`src/rtl/enemy_spawn_scheduler.sv`:
```
// Enemy pool scheduler: spawns enemies into free slots on a fixed cadence,
// retires slots on kill requests, and sequences waves until the player dies.
module enemy_spawn_scheduler #(
    parameter int NUM_ENEMY      = 4,
    parameter int SPAWN_INTERVAL = 120,
    parameter int WAVE_SIZE      = 8,
    parameter int WAVE_GAP       = 240
) (
    input  logic                 frame_clk,
    input  logic                 Reset,
    input  logic                 Start,
    input  logic                 Player_Dead,
    input  logic [NUM_ENEMY-1:0] Kill_Req,
    output logic [NUM_ENEMY-1:0] Enemy_Alive,
    output logic                 Spawn_Valid,
    output logic [2:0]           Spawn_Slot,
    output logic [8:0]           Spawn_X,
    output logic [8:0]           Spawn_Y,
    output logic [3:0]           Wave_Num,
    output logic [7:0]           Kill_Count,
    output logic                 Game_Over
);

    localparam int TMAX = ((SPAWN_INTERVAL > WAVE_GAP) ? SPAWN_INTERVAL : WAVE_GAP) - 1;
    localparam int TW   = (TMAX < 2) ? 1 : $clog2(TMAX + 1);

    localparam logic [TW-1:0]        T_SPAWN   = TW'(SPAWN_INTERVAL - 1);
    localparam logic [TW-1:0]        T_GAP     = TW'(WAVE_GAP - 1);
    localparam logic [7:0]           WAVE_LAST = 8'(WAVE_SIZE);
    localparam logic [NUM_ENEMY-1:0] SLOT_ONE  = NUM_ENEMY'(1);

    typedef enum logic [2:0] {
        S_IDLE,
        S_SPAWNING,
        S_WAIT_CLEAR,
        S_WAVE_REST,
        S_GAME_OVER
    } state_t;

    typedef struct packed {
        logic [8:0] x;
        logic [8:0] y;
    } point_t;

    // Corner spawn points, visited in rotating order.
    function automatic point_t spawn_point(input logic [1:0] idx);
        point_t p;
        p.x = idx[0] ? 9'd304 : 9'd16;
        p.y = idx[1] ? 9'd224 : 9'd16;
        return p;
    endfunction

    state_t                 r_state,       w_state_nxt;
    logic [NUM_ENEMY-1:0]   r_alive,       w_alive_nxt;
    logic                   r_spawn_valid, w_spawn_valid_nxt;
    logic [2:0]             r_spawn_slot,  w_spawn_slot_nxt;
    logic [8:0]             r_spawn_x,     w_spawn_x_nxt;
    logic [8:0]             r_spawn_y,     w_spawn_y_nxt;
    logic [3:0]             r_wave_num,    w_wave_num_nxt;
    logic [7:0]             r_kill_count,  w_kill_count_nxt;
    logic                   r_game_over,   w_game_over_nxt;
    logic [1:0]             r_point_idx,   w_point_idx_nxt;
    logic [TW-1:0]          r_timer,       w_timer_nxt;
    logic [7:0]             r_spawn_cnt,   w_spawn_cnt_nxt;

    logic                   w_free_found;
    logic [2:0]             w_free_slot;
    logic [NUM_ENEMY-1:0]   w_spawn_mask;
    logic [NUM_ENEMY-1:0]   w_kill_eff;
    logic [3:0]             w_kill_pop;
    logic [8:0]             w_kill_sum;
    logic [7:0]             w_kill_sat;
    logic [7:0]             w_cnt_inc;
    logic [3:0]             w_wave_inc;
    point_t                 w_point;

    // Lowest-index free slot, searched on the mask before this frame's kills.
    always_comb begin
        // NOTE: every combinational output gets a default first so no path leaves it unassigned (no latch).
        w_free_found = 1'b0;
        w_free_slot  = 3'd0;
        for (int i = NUM_ENEMY - 1; i >= 0; i--) begin
            if (!r_alive[i]) begin
                w_free_found = 1'b1;
                w_free_slot  = 3'(i);
            end
        end
    end

    always_comb begin
        w_kill_pop = 4'd0;
        for (int i = 0; i < NUM_ENEMY; i++) begin
            w_kill_pop = w_kill_pop + {3'd0, w_kill_eff[i]};
        end
    end

    assign w_spawn_mask = SLOT_ONE << w_free_slot;
    assign w_kill_eff   = Kill_Req & r_alive;
    assign w_kill_sum   = {1'b0, r_kill_count} + {5'd0, w_kill_pop};
    assign w_kill_sat   = w_kill_sum[8] ? 8'hFF : w_kill_sum[7:0];
    assign w_cnt_inc    = r_spawn_cnt + 8'd1;
    assign w_wave_inc   = (r_wave_num == 4'd15) ? 4'd15 : r_wave_num + 4'd1;
    assign w_point      = spawn_point(r_point_idx);

    always_comb begin
        w_state_nxt       = r_state;
        w_alive_nxt       = r_alive;
        w_spawn_valid_nxt = 1'b0;
        w_spawn_slot_nxt  = r_spawn_slot;
        w_spawn_x_nxt     = r_spawn_x;
        w_spawn_y_nxt     = r_spawn_y;
        w_wave_num_nxt    = r_wave_num;
        w_kill_count_nxt  = r_kill_count;
        w_game_over_nxt   = r_game_over;
        w_point_idx_nxt   = r_point_idx;
        w_timer_nxt       = r_timer;
        w_spawn_cnt_nxt   = r_spawn_cnt;

        case (r_state)
            S_IDLE, S_GAME_OVER: begin
                if (Start) begin
                    w_state_nxt      = S_SPAWNING;
                    w_alive_nxt      = '0;
                    w_kill_count_nxt = 8'd0;
                    w_spawn_cnt_nxt  = 8'd0;
                    w_wave_num_nxt   = 4'd1;
                    w_timer_nxt      = '0;
                    w_point_idx_nxt  = 2'd0;
                    w_game_over_nxt  = 1'b0;
                end
            end

            S_SPAWNING, S_WAIT_CLEAR, S_WAVE_REST: begin
                if (Player_Dead) begin
                    // Everything freezes; only the state and flag move.
                    w_state_nxt     = S_GAME_OVER;
                    w_game_over_nxt = 1'b1;
                end else begin
                    w_alive_nxt      = r_alive & ~w_kill_eff;
                    w_kill_count_nxt = w_kill_sat;
                    case (r_state)
                        S_SPAWNING: begin
                            if (r_timer != '0) begin
                                w_timer_nxt = r_timer - TW'(1);
                            end else if (w_free_found) begin
                                w_alive_nxt       = (r_alive & ~w_kill_eff) | w_spawn_mask;
                                w_spawn_valid_nxt = 1'b1;
                                w_spawn_slot_nxt  = w_free_slot;
                                w_spawn_x_nxt     = w_point.x;
                                w_spawn_y_nxt     = w_point.y;
                                w_point_idx_nxt   = r_point_idx + 2'd1;
                                w_spawn_cnt_nxt   = w_cnt_inc;
                                w_timer_nxt       = T_SPAWN;
                                if (w_cnt_inc == WAVE_LAST) begin
                                    w_state_nxt = S_WAIT_CLEAR;
                                end
                            end
                        end
                        S_WAIT_CLEAR: begin
                            // Registered mask: a final kill is seen one frame later.
                            if (r_alive == '0) begin
                                w_state_nxt = S_WAVE_REST;
                                w_timer_nxt = T_GAP;
                            end
                        end
                        default: begin
                            if (r_timer != '0) begin
                                w_timer_nxt = r_timer - TW'(1);
                            end else begin
                                w_state_nxt     = S_SPAWNING;
                                w_spawn_cnt_nxt = 8'd0;
                                w_wave_num_nxt  = w_wave_inc;
                            end
                        end
                    endcase
                end
            end

            default: w_state_nxt = S_IDLE;
        endcase
    end

    always_ff @(posedge frame_clk) begin
        // NOTE: state registers use non-blocking assignments so every register samples pre-edge values.
        if (Reset) begin
            r_state       <= S_IDLE;
            r_alive       <= '0;
            r_spawn_valid <= 1'b0;
            r_spawn_slot  <= 3'd0;
            r_spawn_x     <= 9'd0;
            r_spawn_y     <= 9'd0;
            r_wave_num    <= 4'd0;
            r_kill_count  <= 8'd0;
            r_game_over   <= 1'b0;
            r_point_idx   <= 2'd0;
            r_timer       <= '0;
            r_spawn_cnt   <= 8'd0;
        end else begin
            r_state       <= w_state_nxt;
            r_alive       <= w_alive_nxt;
            r_spawn_valid <= w_spawn_valid_nxt;
            r_spawn_slot  <= w_spawn_slot_nxt;
            r_spawn_x     <= w_spawn_x_nxt;
            r_spawn_y     <= w_spawn_y_nxt;
            r_wave_num    <= w_wave_num_nxt;
            r_kill_count  <= w_kill_count_nxt;
            r_game_over   <= w_game_over_nxt;
            r_point_idx   <= w_point_idx_nxt;
            r_timer       <= w_timer_nxt;
            r_spawn_cnt   <= w_spawn_cnt_nxt;
        end
    end

    assign Enemy_Alive = r_alive;
    assign Spawn_Valid = r_spawn_valid;
    assign Spawn_Slot  = r_spawn_slot;
    assign Spawn_X     = r_spawn_x;
    assign Spawn_Y     = r_spawn_y;
    assign Wave_Num    = r_wave_num;
    assign Kill_Count  = r_kill_count;
    assign Game_Over   = r_game_over;

endmodule
```
`config.mk`:
```
export PLATFORM = sky130hd
export DESIGN_NAME = enemy_spawn_scheduler
export DESIGN_NICKNAME = d
export VERILOG_FILES = /design/src/rtl/enemy_spawn_scheduler.sv
export SDC_FILE = /design/constraint.sdc
export NUM_CORES = 1
export LEC_CHECK = 0
export CORE_MARGIN = 3
export CORE_UTILIZATION = 45
export CTS_CLUSTER_SIZE = 8
export DETAILED_ROUTE_END_ITERATION = 8
export HOLD_SLACK_MARGIN = 0.02
export MAX_ROUTING_LAYER = met4
export PLACE_DENSITY = 0.7
export SLEW_MARGIN = 0
export SYNTH_ARGS = -nofsm -noshare
export SYNTH_HDL_FRONTEND = slang
export SYNTH_SLANG_ARGS = --single-unit
```
`constraint.sdc`:
```
create_clock -name frame_clk -period 7.2 [get_ports frame_clk]
set_input_delay 1.44 -clock frame_clk [delete_from_list [all_inputs] [get_ports frame_clk]]
set_output_delay 1.44 -clock frame_clk [all_outputs]
set_load 0.1 [all_outputs]
```
==> results of run 1 <==
[worst reg2reg max path, cell delays in order (launching register included)]
cell and delay (ns):
dfxtp_1 0.43, and2_1 0.22, fa_1 0.52, inv_1 0.06, fa_1 0.45, inv_1 0.08, fa_1 0.22, nand4_1 0.14
or2_2 0.34, o21ai_0 0.09, a22oi_1 0.10, nor2_1 0.11
[synth_stat cells (6+ instances only)]
master	count
a31oi_1	6
clkbuf_1	9
o21ai_0	14
a211oi_1	6
nor2_1	36
dfxtp_1	45
nand3_1	15
inv_1	12
buf_4	15
nand2_1	26
nand2b_1	6
nor3_1	12
a21oi_1	34
[state kept, by name (all words and copies together) (netlist names)]
name         cells
Kill_Count       8
r_spawn_cnt      8
Spawn_Slot       2
Spawn_Y          2
Game_Over        1
r_point_idx      2
r_state          3
Spawn_X          2
Spawn_Valid      1
r_timer          8
Enemy_Alive      4
Wave_Num         4
[kinds of logic after synthesis]
family | count (synthesis) | synth area share
xor+xnor | 5 | 0.0163
fa+ha+maj | 8 | 0.0457
compound gates | 90 | 0.229
buf+inv | 43 | 0.0882
other cells | 1 | 0.00140
flops | 45 | 0.336
mux | 4 | 0.0149
simple gates | 135 | 0.269
[layout make-up]
type                       instances  area (µm²)
clock buffer                       5        68.8
fill                             542        2600
multi-input combinational        254        1590
clock inverter                     1        5.00
timing repair buffer              35         348
tap                               72        90.1
inverter                          12        45.0
sequential                        45         901
[stage by stage]
step	std cells	area (µm²)	utilization	hold slack [ns]	worst slack (ns)
3_5_place_dp	418	2970	0.527	0.448	2.96
5_1_grt	424	3040	0.540	0.497	3.07
4_1_cts	424	3040	0.540	0.459	3.27
2_1_floorplan	342	2720	-	0.437	3.51
3_3_place_gp	418	2970	0.527	0.444	3.04
6_report	424	3040	0.540	0.454	3.28
[power by group through the flow]
| stage | Combinational, mW | Clock (mW) | Sequential, mW |
|---|---|---|---|
| 2_1_floorplan | 0.0983 | 0 | 0.289 |
| 3_3_place_gp | 0.135 | 0 | 0.272 |
| 3_5_place_dp | 0.136 | 0 | 0.272 |
| 4_1_cts | 0.137 | 0.149 | 0.266 |
| 5_1_grt | 0.148 | 0.159 | 0.268 |
| 6_report | 0.138 | 0.145 | 0.266 |
[worst max-delay path by stage]
stage,slack (ns),to,startpoint,cells past startpoint
floorplan,3.51,Kill_Count[5],Kill_Req[0],11
global placement,3.04,Kill_Count[3],Kill_Req[0],12
detailed placement,2.96,Kill_Count[3],Kill_Req[0],12
CTS,3.27,Kill_Count[3],Kill_Req[0],12
global route,3.07,Kill_Count[5],Kill_Req[0],12
finish,3.28,Kill_Count[3],Kill_Req[0],12
[per-layer routing]
metal / share of wire / global-route usage / vias to the layer above
met3: 0.039 / 0.0288 / 7
met4: 0.0070 / 0.0565 / 0
met2: 0.47 / 0.278 / 66
met1: 0.49 / 0.244 / 1130
met5: 0 / - / -
li1: - / - / 1217
==> results.txt, run 1 <==
Buf/Inv on CP: 3
Routed WL: 6110 µm
Seq cells post-synth: 45
Synthesis Warnings: 0
slowest stage cell, crit path: fa_1
drt pass-1 iters: 4
crit path launch type: input port
Num CTS Buffers: 5
sequential area share after synthesis: 0.336
total core area: 5640 µm²
ANT cells: 0
Max H-tree Level: 2
Die Y: 83.2 µm
Primary FF master, synth: dfxtp_1
crit-path max FO: 4
Required @ worst endpoint: 7.43 ns
Worst Clk Skew: 0.00283 ns
Top Ports: 47
Detail Placement HPWL: 4390 µm
data arrival time of the worst path: 4.16 ns
WL per Instance: 14.4 µm
nets: 369
Tot GR Track Use: 0.181
Setup CP Type: in2reg
initial antenna violation count: 0
Synth cell types: 58
Chip Width: 83.2 µm
Post-Syn Area: 2680 µm²
asr flop ratio synth: 0
CP most frequent cell: fa_1
most common cell after layout, fill and taps aside: dfxtp_1
Static Leakage: 1.07 nW
status: finished, final reports clean
Sw Share: 0.350
DR vias: 2,420
setup TNS: 0 ns
Synth top area share: 0.336
Worst Hold Class: reg2reg
# port buffers: 34
worst rel slew slack: 0.338
r2r startpoint: Enemy_Alive[0]
crit path time final: 3.92 ns
Post-route DRC: 0
maxcap violations: 0
RSZ-0062 raised after global routing: no
maximum clock path buffer count: 2
Rows: 27
Routability Congestion: 0.881
r2r setup slk: 4.37 ns
first-pass GRT wire length: 10,400 µm
Hold Fails Final Rpt: 0
CTS hold repair buffers: 0
final worst path period share: 0.545
hold path depth: 2
Setup crit end kind: flip-flop
clock root buffer master: clkbuf_8
worst-path cell chain: clkdlybuf4s50_1, and2_1, fa_1, inv_1, fa_1, inv_1, fa_1, nand4_1, or2_2, o21ai_0, a22oi_1, nor2_1
hold endpoint: Spawn_Slot[0]
clk slew on worst S/H paths: 0.08 ns
cts repair resizes: 0
Pint: 0.357 mW
PwrDens: 180 nW/µm²
Area growth syn-to-layout: 13.5%
area leader, netlist: dfxtp_1
DRT iter0 DRCs: 150
most frequent cells in the layout: 45 x dfxtp_1, 36 x nor2_1, 34 x a21oi_1, 34 x clkdlybuf4s50_1, 26 x nand2_1
setup violators final: 0
number of synthesized flops with an enable pin: 0
Max VDD drop: 132 µV
CP max stage delay: 0.51 ns
power share of the combinational group: 0.250
r2r endpoint: Kill_Count[3]
Synth Area per Inst: 8.10 µm²
share of layout cells above drive strength 1: 0.0597
Worst-Margin Slew: 0.990 ns
HP Start: Spawn_Slot[0]
synth top area cells: dfxtp_1 34%, a21oi_1 6.3%, nor2_1 5.0%
FMAX: 255 MHz
NetSw: 0.192 mW
reg2reg path depth: 11
Mapped Cells: 331
Pwr Total: 0.549 mW
Initial Util: 0.475
sequential fraction of design power: 0.485
ANT nets after route: 0
CTS tree: yes
DR vias/cell: 5.71
clk_lat worst skew: 0.29 ns
Worst path top cell family by delay: adder cells
die area: 6920 µm²
overflow left after global routing: 0
max-slew violation count: 0
clock network power share: 0.265
largest net degree at the start of global routing: 46
Post-CTS Setup Bufs: 0
Num Clock Sinks: 45
vias in the first global route: 2,225
Note: power is estimated with default switching activity, not from simulation.
==> run 2, diff against run 1 <==
==> constraint.sdc (replaced) <==
create_clock -name frame_clk -period 4.11 [get_ports frame_clk]
set_input_delay 0.822 -clock frame_clk [delete_from_list [all_inputs] [get_ports frame_clk]]
set_output_delay 0.822 -clock frame_clk [all_outputs]
set_load 0.1 [all_outputs]
==> results.txt, run 2 (same netlist as run 1, synthesis figures left out) <==
CP most frequent cell: fa_1
reg2reg path depth: 11 (unchanged)
Top Layer Used: met4
CP max stage delay: 0.50 ns (about the same)
Worst Setup EP: Kill_Count[3]
setup TNS: 0 ns (unchanged)
setup violators final: 0 (unchanged)
Setup CP Type: in2reg
Max H-tree Level: 2 (unchanged)
most common cell after layout, fill and taps aside: dfxtp_1
share of layout cells above drive strength 1: 0.0648 (+0.00513)
crit path launch type: input port
Setup crit end kind: flip-flop
Detail Placement HPWL: 4530 µm (+3.0%)
Crit path depth: 12 (unchanged)
drt pass-1 iters: 4 (unchanged)
Buf/Inv on CP: 3 (unchanged)
overflow left after global routing: 0 (unchanged)
Max VDD drop: 223 µV (+69%)
Rows: 27 (unchanged)
total core area: 5640 µm² (unchanged)
Die Y: 83.2 µm (unchanged)
Critical path origin: Kill_Req[0]
Hold Fails Final Rpt: 0 (unchanged)
Area growth syn-to-layout: 15.3%
ANT nets after route: 0 (unchanged)
slowest stage cell, crit path: fa_1
max-slew violation count: 0 (unchanged)
initial antenna violation count: 0 (unchanged)
DRT iter0 DRCs: 157 (+4.7%)
Worst path top cell family by delay: adder cells
largest net degree at the start of global routing: 19 (-59%)
Tot GR Track Use: 0.188 (+0.00676)
Final Cell Area: 3090 µm² (+1.6%)
Hold WS: 0.455 ns (+0.00100 ns)
first-pass GRT wire length: 10,700 µm (+3.5%)
r2r endpoint: Kill_Count[3]
ANT cells: 0 (unchanged)
met2 routed WL: 2930 µm (+3.0%)
crit path time final: 3.31 ns
data arrival time of the worst path: 3.55 ns (-0.61 ns)
die area: 6920 µm² (unchanged)
Num CTS Buffers: 5 (unchanged)
Required @ worst endpoint: 4.35 ns (-3.08 ns)
most frequent cells in the layout: 45 x dfxtp_1, 36 x nor2_1, 34 x a21oi_1, 34 x clkdlybuf4s50_1, 26 x nand2_1
PwrDens: 342 nW/µm² (+90%)
crit-path max FO: 4 (unchanged)
clk_lat worst skew: 0.31 ns (+0.02 ns)
CTS tree: yes
final worst path period share: 0.805
DR vias/cell: 5.62 (-1.6%)
Routability Congestion: 0.884 (+0.42%)
status: finished, final reports clean
worst rel slew slack: 0.346 (+0.00757)
Post-CTS Setup Bufs: 0 (unchanged)
Num Clock Sinks: 45 (unchanged)
FMAX: 302 MHz
maximum clock path buffer count: 2 (unchanged)
Worst Hold Class: reg2reg
r2r setup slk: 1.28 ns (-3.09 ns)
RSZ-0062 raised after global routing: no
Post-route DRC: 0 (unchanged)
clk slew on worst S/H paths: 0.08 ns (about the same)
maxcap violations: 0 (unchanged)
WL per Instance: 14.5 µm (+0.29%)
Top Ports: 47 (unchanged)
Post-Place Worst Slack: 0.481 ns (-2.48 ns)
met1 wire length: 2990 µm (+0.10%)
cts repair resizes: 0 (unchanged)
Worst-Margin Slew: 0.978 ns (-0.0113 ns)
Chip Width: 83.2 µm (unchanged)
# port buffers: 34 (unchanged)
Routed WL: 6170 µm (+1.0%)
CTS hold repair buffers: 0 (unchanged)
Initial Util: 0.475 (unchanged)
nets: 370 (+0.27%)
placed cell area: 2980 µm² (+0.25%)
vias in the first global route: 2,309 (+3.8%)
wire length on met3: 196 µm (-18%)
clock root buffer master: clkbuf_8
r2r startpoint: Enemy_Alive[0]
setup ws final: 0.802 ns (-2.47 ns)
Static Leakage: 1.09 nW (+2.2%)
worst-path cell chain: clkdlybuf4s50_1, and2_1, fa_1, inv_1, fa_1, inv_1, fa_1, nand4_1, or2_2, o21ai_0, a22oi_1, nor2_1
Worst Clk Skew: 0.00696 ns (+0.00413 ns)
DR vias: 2,398 (-0.91%)
## run 2: cell types whose count changed in the layout (fill, tap and decap cells not counted)
| cell | previous run | this run |
|---|---|---|
| clkinv_2 | 1 | 0 |
| clkbuf_1 | 0 | 1 |
| clkbuf_8 | 5 | 6 |
| buf_4 | 1 | 2 |
| bufinv_16 | 0 | 1 |
## run 2: metrics by stage
step                std cells  total power, mW   util
CTS                       427             1.07  0.548
global route              427             1.11  0.548
detailed placement        419            0.717  0.528
floorplan                 342            0.679      -
finish                    427             1.06  0.548
global placement          419            0.715  0.528
## run 2: worst min-delay path by stage
| stage | cells past startpoint | startpoint | endpoint | slack (ns) |
|---|---|---|---|---|
| floorplan | 2 | r_spawn_cnt[7] | r_spawn_cnt[7] | 0.44 |
| global placement | 2 | Spawn_Slot[0] | Spawn_Slot[0] | 0.44 |
| detailed placement | 2 | Spawn_Slot[0] | Spawn_Slot[0] | 0.45 |
| CTS | 2 | Spawn_Slot[0] | Spawn_Slot[0] | 0.46 |
| global route | 2 | Spawn_Slot[0] | Spawn_Slot[0] | 0.50 |
| finish | 2 | Spawn_Slot[0] | Spawn_Slot[0] | 0.46 |
## run 2: cell type report
type | instances | area, µm²
timing repair buffer | 36 | 355
clock inverter | 1 | 30.0
fill | 530 | 2550
multi-input combinational | 254 | 1590
tap | 72 | 90.1
inverter | 12 | 45.0
sequential | 45 | 901
clock buffer | 7 | 86.3
## run 2: routing by layer
layer | vias up | GRT usage
met2 | 44 | 0.291
met3 | 9 | 0.0298
met4 | 0 | 0.0594
met1 | 1126 | 0.252
li1 | 1219 | -
met5 | - | -
## run 2: worst register-to-register path: stages, from the launching register on
cell     delay [ns]
dfxtp_1        0.42
and2_1         0.21
fa_1           0.50
inv_1          0.06
fa_1           0.46
inv_1          0.09
fa_1           0.22
nand4_1        0.15
or2_2          0.35
o21ai_0        0.09
a22oi_1        0.10
nor2_1         0.12
## run 2: report_power, final
part	total [mW]	internal [mW]	leakage, nW	switching [mW]
combinational	0.241	0.0655	0.672	0.176
sequential	0.467	0.449	0.365	0.0182
clock	0.351	0.198	0.0585	0.152
total	1.06	0.712	1.09	0.347
==> run 3, diff against run 2 <==
==> constraint.sdc (replaced) <==
create_clock -name frame_clk -period 3.15 [get_ports frame_clk]
set_input_delay 0.63 -clock frame_clk [delete_from_list [all_inputs] [get_ports frame_clk]]
set_output_delay 0.63 -clock frame_clk [all_outputs]
set_load 0.1 [all_outputs]
==> results.txt, run 3 (same netlist as run 1, synthesis figures left out) <==
status: finished, final reports clean
Worst-Margin Slew: 0.661 ns (-0.318 ns)
setup violators final: 0 (unchanged)
crit-path max FO: 3 (-1)
DRT iter0 DRCs: 183 (+17%)
Chip Width: 83.2 µm (unchanged)
Sw Share: 0.358 (+0.0303)
CP max stage delay: 0.50 ns (about the same)
Num Clock Sinks: 45 (unchanged)
r2r startpoint: Enemy_Alive[0]
# port buffers: 34 (unchanged)
area of the multi-input gates: 1590 µm² (+0.32%)
Setup crit end kind: flip-flop
Post-CTS Setup Bufs: 0 (unchanged)
Post-route DRC: 0 (unchanged)
Worst Clk Skew: 0.0100 ns (+0.00309 ns)
final worst path period share: 0.933
total core area: 5640 µm² (unchanged)
register area: 903 µm² (+0.28%)
worst rel slew slack: 0.558 (+0.212)
maximum clock path buffer count: 2 (unchanged)
crit path time final: 2.94 ns
clk slew on worst S/H paths: 0.09 ns (about the same)
clk_lat worst skew: 0.31 ns (about the same)
Hold Fails Final Rpt: 0 (unchanged)
first-pass GRT wire length: 10,400 µm (-2.9%)
reg2reg path depth: 9 (-2)
maxcap violations: 0 (unchanged)
crit path launch type: input port
Rows: 27 (unchanged)
r2r setup slk: 0.59 ns (-0.69 ns)
placed cell area: 2970 µm² (-0.42%)
Tot GR Track Use: 0.182 (-0.00533)
Top Ports: 47 (unchanged)
die area: 6920 µm² (unchanged)
most common cell after layout, fill and taps aside: dfxtp_1
overflow left after global routing: 0 (unchanged)
sequential fraction of design power: 0.471 (+0.030)
Routed WL: 6140 µm (-0.44%)
Critical path origin: Kill_Req[0]
nets: 377 (+1.9%)
Die Y: 83.2 µm (unchanged)
ANT nets after route: 0 (unchanged)
Post-Place Worst Slack: -0.237 ns (-0.718 ns)
clock network power share: 0.282 (-0.049)
Initial Util: 0.475 (unchanged)
max-slew violation count: 0 (unchanged)
Static Leakage: 1.18 nW (+7.6%)
initial antenna violation count: 0 (unchanged)
FMAX: 340 MHz
Required @ worst endpoint: 3.37 ns (-0.98 ns)
Setup CP Type: in2reg
Worst Hold Class: reg2reg
largest net degree at the start of global routing: 20 (+1)
Area growth syn-to-layout: 14.1%
WL per Instance: 14.2 µm (-2.0%)
share of layout cells above drive strength 1: 0.169 (+0.104)
Fillers: 522 (-1.5%)
worst-path cell chain: clkdlybuf4s50_1, and2_1, fa_1, inv_1, fa_2, inv_1, fa_1, nand4_1, or2_4, a311oi_1
Max H-tree Level: 2 (unchanged)
Num CTS Buffers: 5 (unchanged)
CTS tree: yes
Post-Place Cells: 426 (+1.7%)
slowest stage cell, crit path: fa_1
data arrival time of the worst path: 3.16 ns (-0.39 ns)
setup ws final: 0.211 ns (-0.591 ns)
Final Cell Area: 3060 µm² (-1.1%)
DR vias: 2,456 (+2.4%)
Pint: 0.831 mW (+17%)
RSZ-0062 raised after global routing: no
most frequent cells in the layout: 43 x dfxtp_1, 36 x nor2_1, 36 x buf_4
CTS hold repair buffers: 0 (unchanged)
Worst Setup EP: Kill_Count[0]
clock root buffer master: clkbuf_8
drt pass-1 iters: 4 (unchanged)
Detail Placement HPWL: 4550 µm (+0.39%)
Pwr Total: 1.29 mW (+22%)
DR vias/cell: 5.66 (+0.77%)
r2r endpoint: Kill_Count[0]
ANT cells: 0 (unchanged)
vias in the first global route: 2,287 (-0.95%)
PwrDens: 423 nW/µm² (+23%)
NetSw: 0.463 mW (+33%)
Routability Congestion: 0.848 (-4.1%)
Max VDD drop: 199 µV (-11%)
Final Non-Filler Cells: 434 (+1.6%)
power share of the combinational group: 0.246 (+0.018)
## run 3: area by class of cell
class / instances / area share
Clock inverter: 3 / 0.00736
Inverter: 12 / 0.0147
Tap cell: 72 / 0.0294
Clock buffer: 5 / 0.0225
Multi-Input combinational cell: 254 / 0.520
Sequential cell: 45 / 0.295
Timing Repair Buffer: 43 / 0.111
## run 3: power by group through the flow
stage          clock network [mW]  registers (mW)  logic (mW)
3_3_place_gp                    0           0.622       0.314
4_1_cts                     0.374           0.609       0.317
2_1_floorplan                   0           0.661       0.225
5_1_grt                     0.403           0.613       0.343
3_5_place_dp                    0           0.623       0.317
6_report                    0.365           0.610       0.319
## run 3: timing repair
item	CTS	global route
endpoints found under the setup margin	0	3
hold endpoints to repair	0	0
resized for setup	0	2
## run 3: worst min-delay path by stage
stage                        start              to  cells after the start
detailed placement   Spawn_Slot[0]   Spawn_Slot[0]                      2
finish               Spawn_Slot[0]   Spawn_Slot[0]                      2
global placement     Spawn_Slot[0]   Spawn_Slot[0]                      2
global route        r_spawn_cnt[5]  r_spawn_cnt[5]                      2
floorplan           r_spawn_cnt[7]  r_spawn_cnt[7]                      2
CTS                  Spawn_Slot[0]   Spawn_Slot[0]                      2
## run 3: layer usage
metal  vias up  routed length, µm  global-route usage  share of wire
met5         -                  0                   -              0
met2        63               2900               0.295           0.47
met4         0                 66              0.0490          0.011
met1      1156               2890               0.233           0.47
met3         7                292              0.0357          0.048
li1       1230                  -                   -              -
## run 3: through the flow
step	TNS, ns	util	hold slack (ns)
after floorplan	0	-	0.437
after global placement	-0.509	0.526	0.445
after detailed placement	-0.922	0.526	0.450
after CTS	0	0.542	0.462
after global routing	0	0.543	0.507
final	0	0.543	0.461
## run 3: critical path, delay by kind of cell
family	cells	cell delay (ns)
AO/OA/AOI/OAI	1	0.26
AND/OR/NAND/NOR	3	0.63
buffers and inverters	3	0.56
adder cells (fa/ha/maj)	3	1.08
